File: config.mk
export PLATFORM = sky130hd
export DESIGN_NAME = tdm_rx_frame
export DESIGN_NICKNAME = d
export VERILOG_FILES = /design/src/rtl/tdm_pkg.sv /design/src/rtl/tdm_sync_edge.sv /design/src/rtl/tdm_rx_frame.sv
export SDC_FILE = /design/constraint.sdc
export NUM_CORES = 1
export LEC_CHECK = 0
export CAP_MARGIN = 20
export CORE_MARGIN = 3
export CORE_UTILIZATION = 40
export DETAILED_ROUTE_END_ITERATION = 6
export GPL_TIMING_DRIVEN = 1
export HOLD_SLACK_MARGIN = 0.08
export PLACE_DENSITY = 0.64
export SLEW_MARGIN = 20
export SYNTH_ARGS = -nofsm -noshare
export SYNTH_HDL_FRONTEND = slang
export SYNTH_SLANG_ARGS = --single-unit
File: constraint.sdc
create_clock -name clk_in -period 3.73 [get_ports clk_in]
set_input_delay 0.5595 -clock clk_in [delete_from_list [all_inputs] [get_ports clk_in]]
set_output_delay 0.5595 -clock clk_in [all_outputs]
set_load 0.05 [all_outputs]
File: src/rtl/tdm_pkg.sv
// tdm_pkg: shared state type, frame-counter width and counter-width helper for the TDM receiver
package tdm_pkg;
    typedef enum logic [1:0] {IDLE, ALIGN, ACTIVE, WAIT} tdm_rx_state_t;
    localparam int TDM_FRAME_CNT_W = 16;
    function automatic int tdm_cnt_w(input int n);
        return (n > 1) ? $clog2(n) : 1;
    endfunction
endpackage

File: src/rtl/tdm_sync_edge.sv
// tdm_sync_edge: 2-flop synchroniser with rising-edge detect on the synchronised level
//   clk   - system clock
//   rst_n - synchronous active-low reset
//   d     - asynchronous input
//   rise  - high for one cycle when the synchronised level goes 0 -> 1
module tdm_sync_edge (
    input  logic clk,
    input  logic rst_n,
    input  logic d,
    output logic rise
);
    logic [2:0] sr;
    always_ff @(posedge clk) begin
        sr <= !rst_n ? 3'b000 : {sr[1:0], d};
    end
    assign rise = sr[1] & ~sr[2];
endmodule

File: src/rtl/tdm_rx_frame.sv
// tdm_rx_frame: oversampled TDM microphone-array receiver delivering one frame-aligned sample set per frame
//   clk_in          - system clock, at least 4x sck
//   rst_n_in        - synchronous active-low reset
//   sck_in, ws_in, sd_in - asynchronous TDM serial clock, frame sync and data
//   audio_out       - last complete frame, slot-indexed signed samples
//   audio_valid_out - one-cycle pulse when audio_out updates
//   frame_err_out   - one-cycle pulse on a short frame (only when TDM_RX_ERR_EN is defined)
//   frame_count_out - completed frames, wrapping
module tdm_rx_frame
    import tdm_pkg::*;
#(
    parameter int BIT_WIDTH  = 24,
    parameter int SLOT_WIDTH = 32,
    parameter int SLOTS      = 8,
    parameter int WS_DELAY   = 1
) (
    input  logic                              clk_in,
    input  logic                              rst_n_in,
    input  logic                              sck_in,
    input  logic                              ws_in,
    input  logic                              sd_in,
    output logic signed [BIT_WIDTH-1:0]       audio_out [SLOTS],
    output logic                              audio_valid_out,
    output logic                              frame_err_out,
    output logic [TDM_FRAME_CNT_W-1:0]        frame_count_out
);
`ifdef TDM_RX_ERR_EN
    localparam bit ERR_EN = 1'b1;
`else
    localparam bit ERR_EN = 1'b0;
`endif
    localparam int BC_W = tdm_cnt_w(SLOT_WIDTH);
    localparam int SC_W = tdm_cnt_w(SLOTS);
    localparam int AC_W = tdm_cnt_w(WS_DELAY);
    localparam logic [BC_W-1:0] BIT_LAST   = BC_W'(BIT_WIDTH - 1);
    localparam logic [BC_W-1:0] SLOT_END   = BC_W'(SLOT_WIDTH - 1);
    localparam logic [SC_W-1:0] SLOT_LAST  = SC_W'(SLOTS - 1);
    localparam logic [AC_W-1:0] ALIGN_LAST = AC_W'((WS_DELAY > 0) ? WS_DELAY - 1 : 0);
    localparam tdm_rx_state_t START_STATE = (WS_DELAY == 0) ? ACTIVE : ALIGN;

    tdm_rx_state_t        state;
    logic                 sck_rise;
    logic [1:0]           ws_sync;
    logic [1:0]           sd_sync;
    logic                 ws_prev;
    logic [AC_W-1:0]      align_cnt;
    logic [BC_W-1:0]      bit_cnt;
    logic [SC_W-1:0]      slot_cnt;
    logic [BIT_WIDTH-1:0] shift;
    logic [BIT_WIDTH-1:0] staging [SLOTS];
    logic                 frame_start;
    logic                 short_frame;
    logic                 cap;
    logic                 last_bit;
    logic                 frame_done;
    logic [BC_W-1:0]      cap_bit;
    logic [SC_W-1:0]      cap_slot;
    logic [BIT_WIDTH-1:0] shift_nxt;

    tdm_sync_edge u_sck (
        .clk   (clk_in),
        .rst_n (rst_n_in),
        .d     (sck_in),
        .rise  (sck_rise)
    );

    // A frame start always restarts capture; the edge that carries a bit is either the
    // frame-start edge itself (zero delay), the last alignment edge, or any active edge.
    // Bit/slot positions are forced to zero for the first captured bit of a frame.
    always_comb begin
        frame_start = sck_rise && ws_sync[1] && !ws_prev;
        short_frame = frame_start && (state == ALIGN || state == ACTIVE);
        cap = sck_rise && (frame_start ? (WS_DELAY == 0)
                                       : (state == ACTIVE || (state == ALIGN && align_cnt == ALIGN_LAST)));
        cap_bit = (state == ACTIVE && !frame_start) ? bit_cnt : '0;
        cap_slot = (state == ACTIVE && !frame_start) ? slot_cnt : '0;
        shift_nxt = BIT_WIDTH'({shift, sd_sync[1]});
        last_bit = cap_bit == BIT_LAST;
        frame_done = cap && last_bit && cap_slot == SLOT_LAST;
    end

    always_ff @(posedge clk_in) begin
        if (!rst_n_in) begin
            ws_sync         <= '0;
            sd_sync         <= '0;
            ws_prev         <= 1'b0;
            state           <= IDLE;
            align_cnt       <= '0;
            bit_cnt         <= '0;
            slot_cnt        <= '0;
            shift           <= '0;
            staging         <= '{default: '0};
            audio_out       <= '{default: '0};
            audio_valid_out <= 1'b0;
            frame_err_out   <= 1'b0;
            frame_count_out <= '0;
        end else begin
            ws_sync         <= {ws_sync[0], ws_in};
            sd_sync         <= {sd_sync[0], sd_in};
            audio_valid_out <= 1'b0;
            frame_err_out   <= ERR_EN && short_frame;
            if (sck_rise) ws_prev <= ws_sync[1];
            // a short frame's partial slots must never leak into a later frame
            if (short_frame) staging <= '{default: '0};
            if (frame_start) begin
                state     <= START_STATE;
                align_cnt <= '0;
            end else if (sck_rise && state == ALIGN) begin
                if (align_cnt == ALIGN_LAST) state <= ACTIVE;
                else align_cnt <= align_cnt + AC_W'(1);
            end
            if (cap) begin
                if (cap_bit <= BIT_LAST) shift <= shift_nxt;
                if (last_bit) staging[cap_slot] <= shift_nxt;
                // the final slot goes straight from the shifter so the frame publishes on its LSB edge
                if (frame_done) begin
                    for (int i = 0; i < SLOTS - 1; i++) audio_out[i] <= staging[i];
                    audio_out[SLOTS-1] <= shift_nxt;
                    audio_valid_out    <= 1'b1;
                    frame_count_out    <= frame_count_out + TDM_FRAME_CNT_W'(1);
                    state              <= WAIT;
                end
                bit_cnt  <= (cap_bit == SLOT_END) ? '0 : cap_bit + BC_W'(1);
                slot_cnt <= (cap_bit == SLOT_END) ? cap_slot + SC_W'(1) : cap_slot;
            end
        end
    end
endmodule
==> impl_results.md <==
* Crit-path max FO at 46
* Antenna violations before repair at 0
* Routed Antenna Nets at 0
* Reg-to-reg slack, setup at ~0.56 ns
* Syn-to-layout area delta at 27.5%
* Top cells by area, synth: dfxtp_1 57%, nand2_1 11%, a21oi_1 7.2%
* Final min period at 3.17 ns
* Rows at 69
* Fin. Hold Viols at 0
* Initial drt markers at 805
* CTS tree: built
* Yosys warns at 0
* Startpoint types: register
* Setup crit end kind: register
* Top cell type's share of synthesized area at 56.9%
* Mux contribution to synthesized area at 3.41%
* Post-Synth Simple-Gate Area at around 16%
* Syn Nets at around 1.6k
* Avg WL per Cell at around 19 um
* Die Wd at a little under 200 um
* Total Neg Setup Slack at 0 ns
* WHS Path Cells at 1
* Num CTS Buffers at between 40 and 50
* Via count at roughly 12k
* PD cells at between 400 and 500 mW/mm^2
* Global-route wire length before repair at 68.0 mm
* Buffer count from post-CTS setup fixing at 0
* # setup viols final at 0
* Post-synthesis async set-or-reset flop share at 0%
* Peak supply drop at 0.000255 V
* Post-Syn Area per Cell at ~9.0 sq um
* Clock buffer depth at 3
* Synth Area in Adders at 0.596%
* Class of the most critical setup path: register to register
* Routed WL at 43.4 mm
* Input/output buffers at about 210
* Post-synth EDFFs at 0
* Core Region at 0.0359 sq mm
* DRT Pass-1 Iters at 5
* Worst slew pin tran at 0.798 ns
* Initial Util at between 40% and 50%
* Reg2reg path depth at 11
* Cells after Synth at 1633
* Fin worst setup slack at 0.563 ns
* Cts hold-fix bufs at 0
* Max Clock Skew at 0.0136 ns
* Clock transition at the registers of the reported paths at 0.06 ns
* Ordered list of cells on the worst path: nor4bb_1, nor2b_1, and2_1, ha_1, ha_1, nand2_1, or4_4, buf_4, buf_4, nand2_1, a21oi_1
* Most instantiated cells after synthesis: 450 x nand2_1, 418 x dfxtp_1, 212 x a21oi_1
* Slowest-stage cell, CP: nor4bb_1
* Pleak at 6.18 nW
* Synth cell types at 49
* DP Worst Slack at around 0.6 ns
* Unrepaired setup endpoints after global routing: no
* Nets at 1806
* Fillers at 3306
* Routability cong. at 0.773
* Largest net degree at the start of global routing at 163
* Area leader, netlist: dfxtp_1
* Part of the Yosys area used for sequential elements at 56.9%
* Highest clock rate at roughly 320 MHz
* H-tree depth at 2
* Slew headroom at 46.6%
* GRT Total Usage at a little over a fifth
* Vias in the first global route at between 10k and 15k
* CTS Sinks at 418
* Status: finished, final reports clean
* # IOs at approximately 220
* DP Wirelength at 27.5 mm
* Clock insertion delay at the later pin of the skew report at about 0.54 ns
* Synth Area in XOR/XNOR at 0.119%
* Drt drc at 0
* Mapped Area at 0.0147 sq mm
* Post-synthesis register bit count at 418
* Largest stage delay, worst path at 0.55 ns
* Period Utilization, post-route at 84.9%
* Avg Vias per Cell at roughly 5.4
* Antenna cells at 0
* Arrival @ worst endpoint at between 3 and 4 ns
* Die ar. at approximately 0.04 sq mm
* Top-count cell post-synth: nand2_1
* Max-slew violation count at 0
* Grt ovf at 0
* Post-cts repair resize count at 0
* Root Driver: clkbuf_16
* Worst EP required at 4.19 ns
* HP Class: register to register
* Synth Area in Compound Gates at 18.9%
* Die span in y at between 150 and 200 um
* Largest family of logic cells by synthesized area: compound AO/OA/AOI/OAI gates
* Max-Cap Viols at 0
* Share of layout cells above drive strength 1 at 6.40%
* Dominant synthesized flop cell: dfxtp_1
## layer usage
| layer | GRT usage, % | part of all wire [%] |
|---|---|---|
| met2 | 34.4 | 46 |
| met3 | 4.19 | 5.6 |
| met5 | 0 | 0 |
| met4 | 5.95 | 2.6 |
| met1 | 30.0 | 46 |
## layout make-up
| type | instances | area, sq um | area share (%) |
|---|---|---|---|
| Inverter | 10 | 42.5 | 0.227 |
| Clock inverter | 12 | 128 | 0.681 |
| Multi-Input combinational cell | 1076 | 5830 | 31.1 |
| Clock buffer | 67 | 1330 | 7.10 |
| Timing Repair Buffer | 244 | 2460 | 13.1 |
| Tap cell | 461 | 577 | 3.08 |
| Sequential cell | 418 | 8370 | 44.7 |
## path summary, 6_finish.rpt
check                    from              to
hold / removal     ws_sync[0]      ws_sync[1]
setup reg to reg  u_sck.sr[1]  audio_out[156]
setup / recovery  u_sck.sr[1]  audio_out[156]
hold reg to reg    ws_sync[0]      ws_sync[1]
## layout by cell type (no fill, tap or decap), types with 7 or more instances in the layout
cell / synthesis / final
a21oi_1: 212 / 209
a22o_1: 72 / 72
and2_1: 37 / 37
buf_12: 0 / 8
buf_4: 1 / 23
clkbuf_1: 104 / 11
clkbuf_16: 0 / 46
clkbuf_8: 0 / 10
clkdlybuf4s50_1: 0 / 212
clkinv_2: 0 / 7
dfxtp_1: 418 / 418
ha_1: 7 / 7
inv_1: 9 / 9
mux2i_1: 49 / 49
nand2_1: 450 / 450
nand3_1: 10 / 10
nor2_1: 12 / 9
o211ai_1: 72 / 72
o21ai_0: 81 / 81
or3_1: 7 / 7
## kinds of logic after synthesis
logic type | after synthesis
simple gates | 561
other cells | 1
mux | 50
compound gates | 455
buf+inv | 139
xor+xnor | 2
flops | 418
fa+ha+maj | 7
## through the flow
stage | hold WS, ns | area [sq um] | power (mW) | utilization, % | instances
floorplan | 0.412 | 14700 | 4.64 | - | 1633
global placement | 0.421 | 17300 | 4.68 | 48.1 | 2209
detailed placement | 0.422 | 17300 | 4.68 | 48.1 | 2209
CTS | 0.438 | 18700 | 9.02 | 52.2 | 2288
finish | 0.432 | 18700 | 8.94 | 52.2 | 2288
global route | 0.440 | 18700 | 9.20 | 52.2 | 2288
## registers in the layout, indices dropped and copies added, names as in the netlist, 3 cells and up
| register | cells |
|---|---|
| slot_cnt | 3 |
| bit_cnt | 5 |
| frame_count_out | 16 |
| u_sck.sr | 3 |
| staging | 168 |
| shift | 23 |
| audio_out | 192 |
## critical path: cells and delay by family (launching register included)
kind,cells,cell delay [ns]
adders and majority gates,2,0.38
buffers and inverters,2,0.71
and+or+nand+nor,6,1.48
DFF,1,0.35
AOI/OAI and AO/OA,1,0.14
## where the power goes
group          internal, mW  switching [mW]
clock                  2.60            1.76
combinational        0.0183          0.0937
sequential             4.47         0.00220
total                  7.08            1.86
No activity file was read; power rests on OpenSTA's default activity.
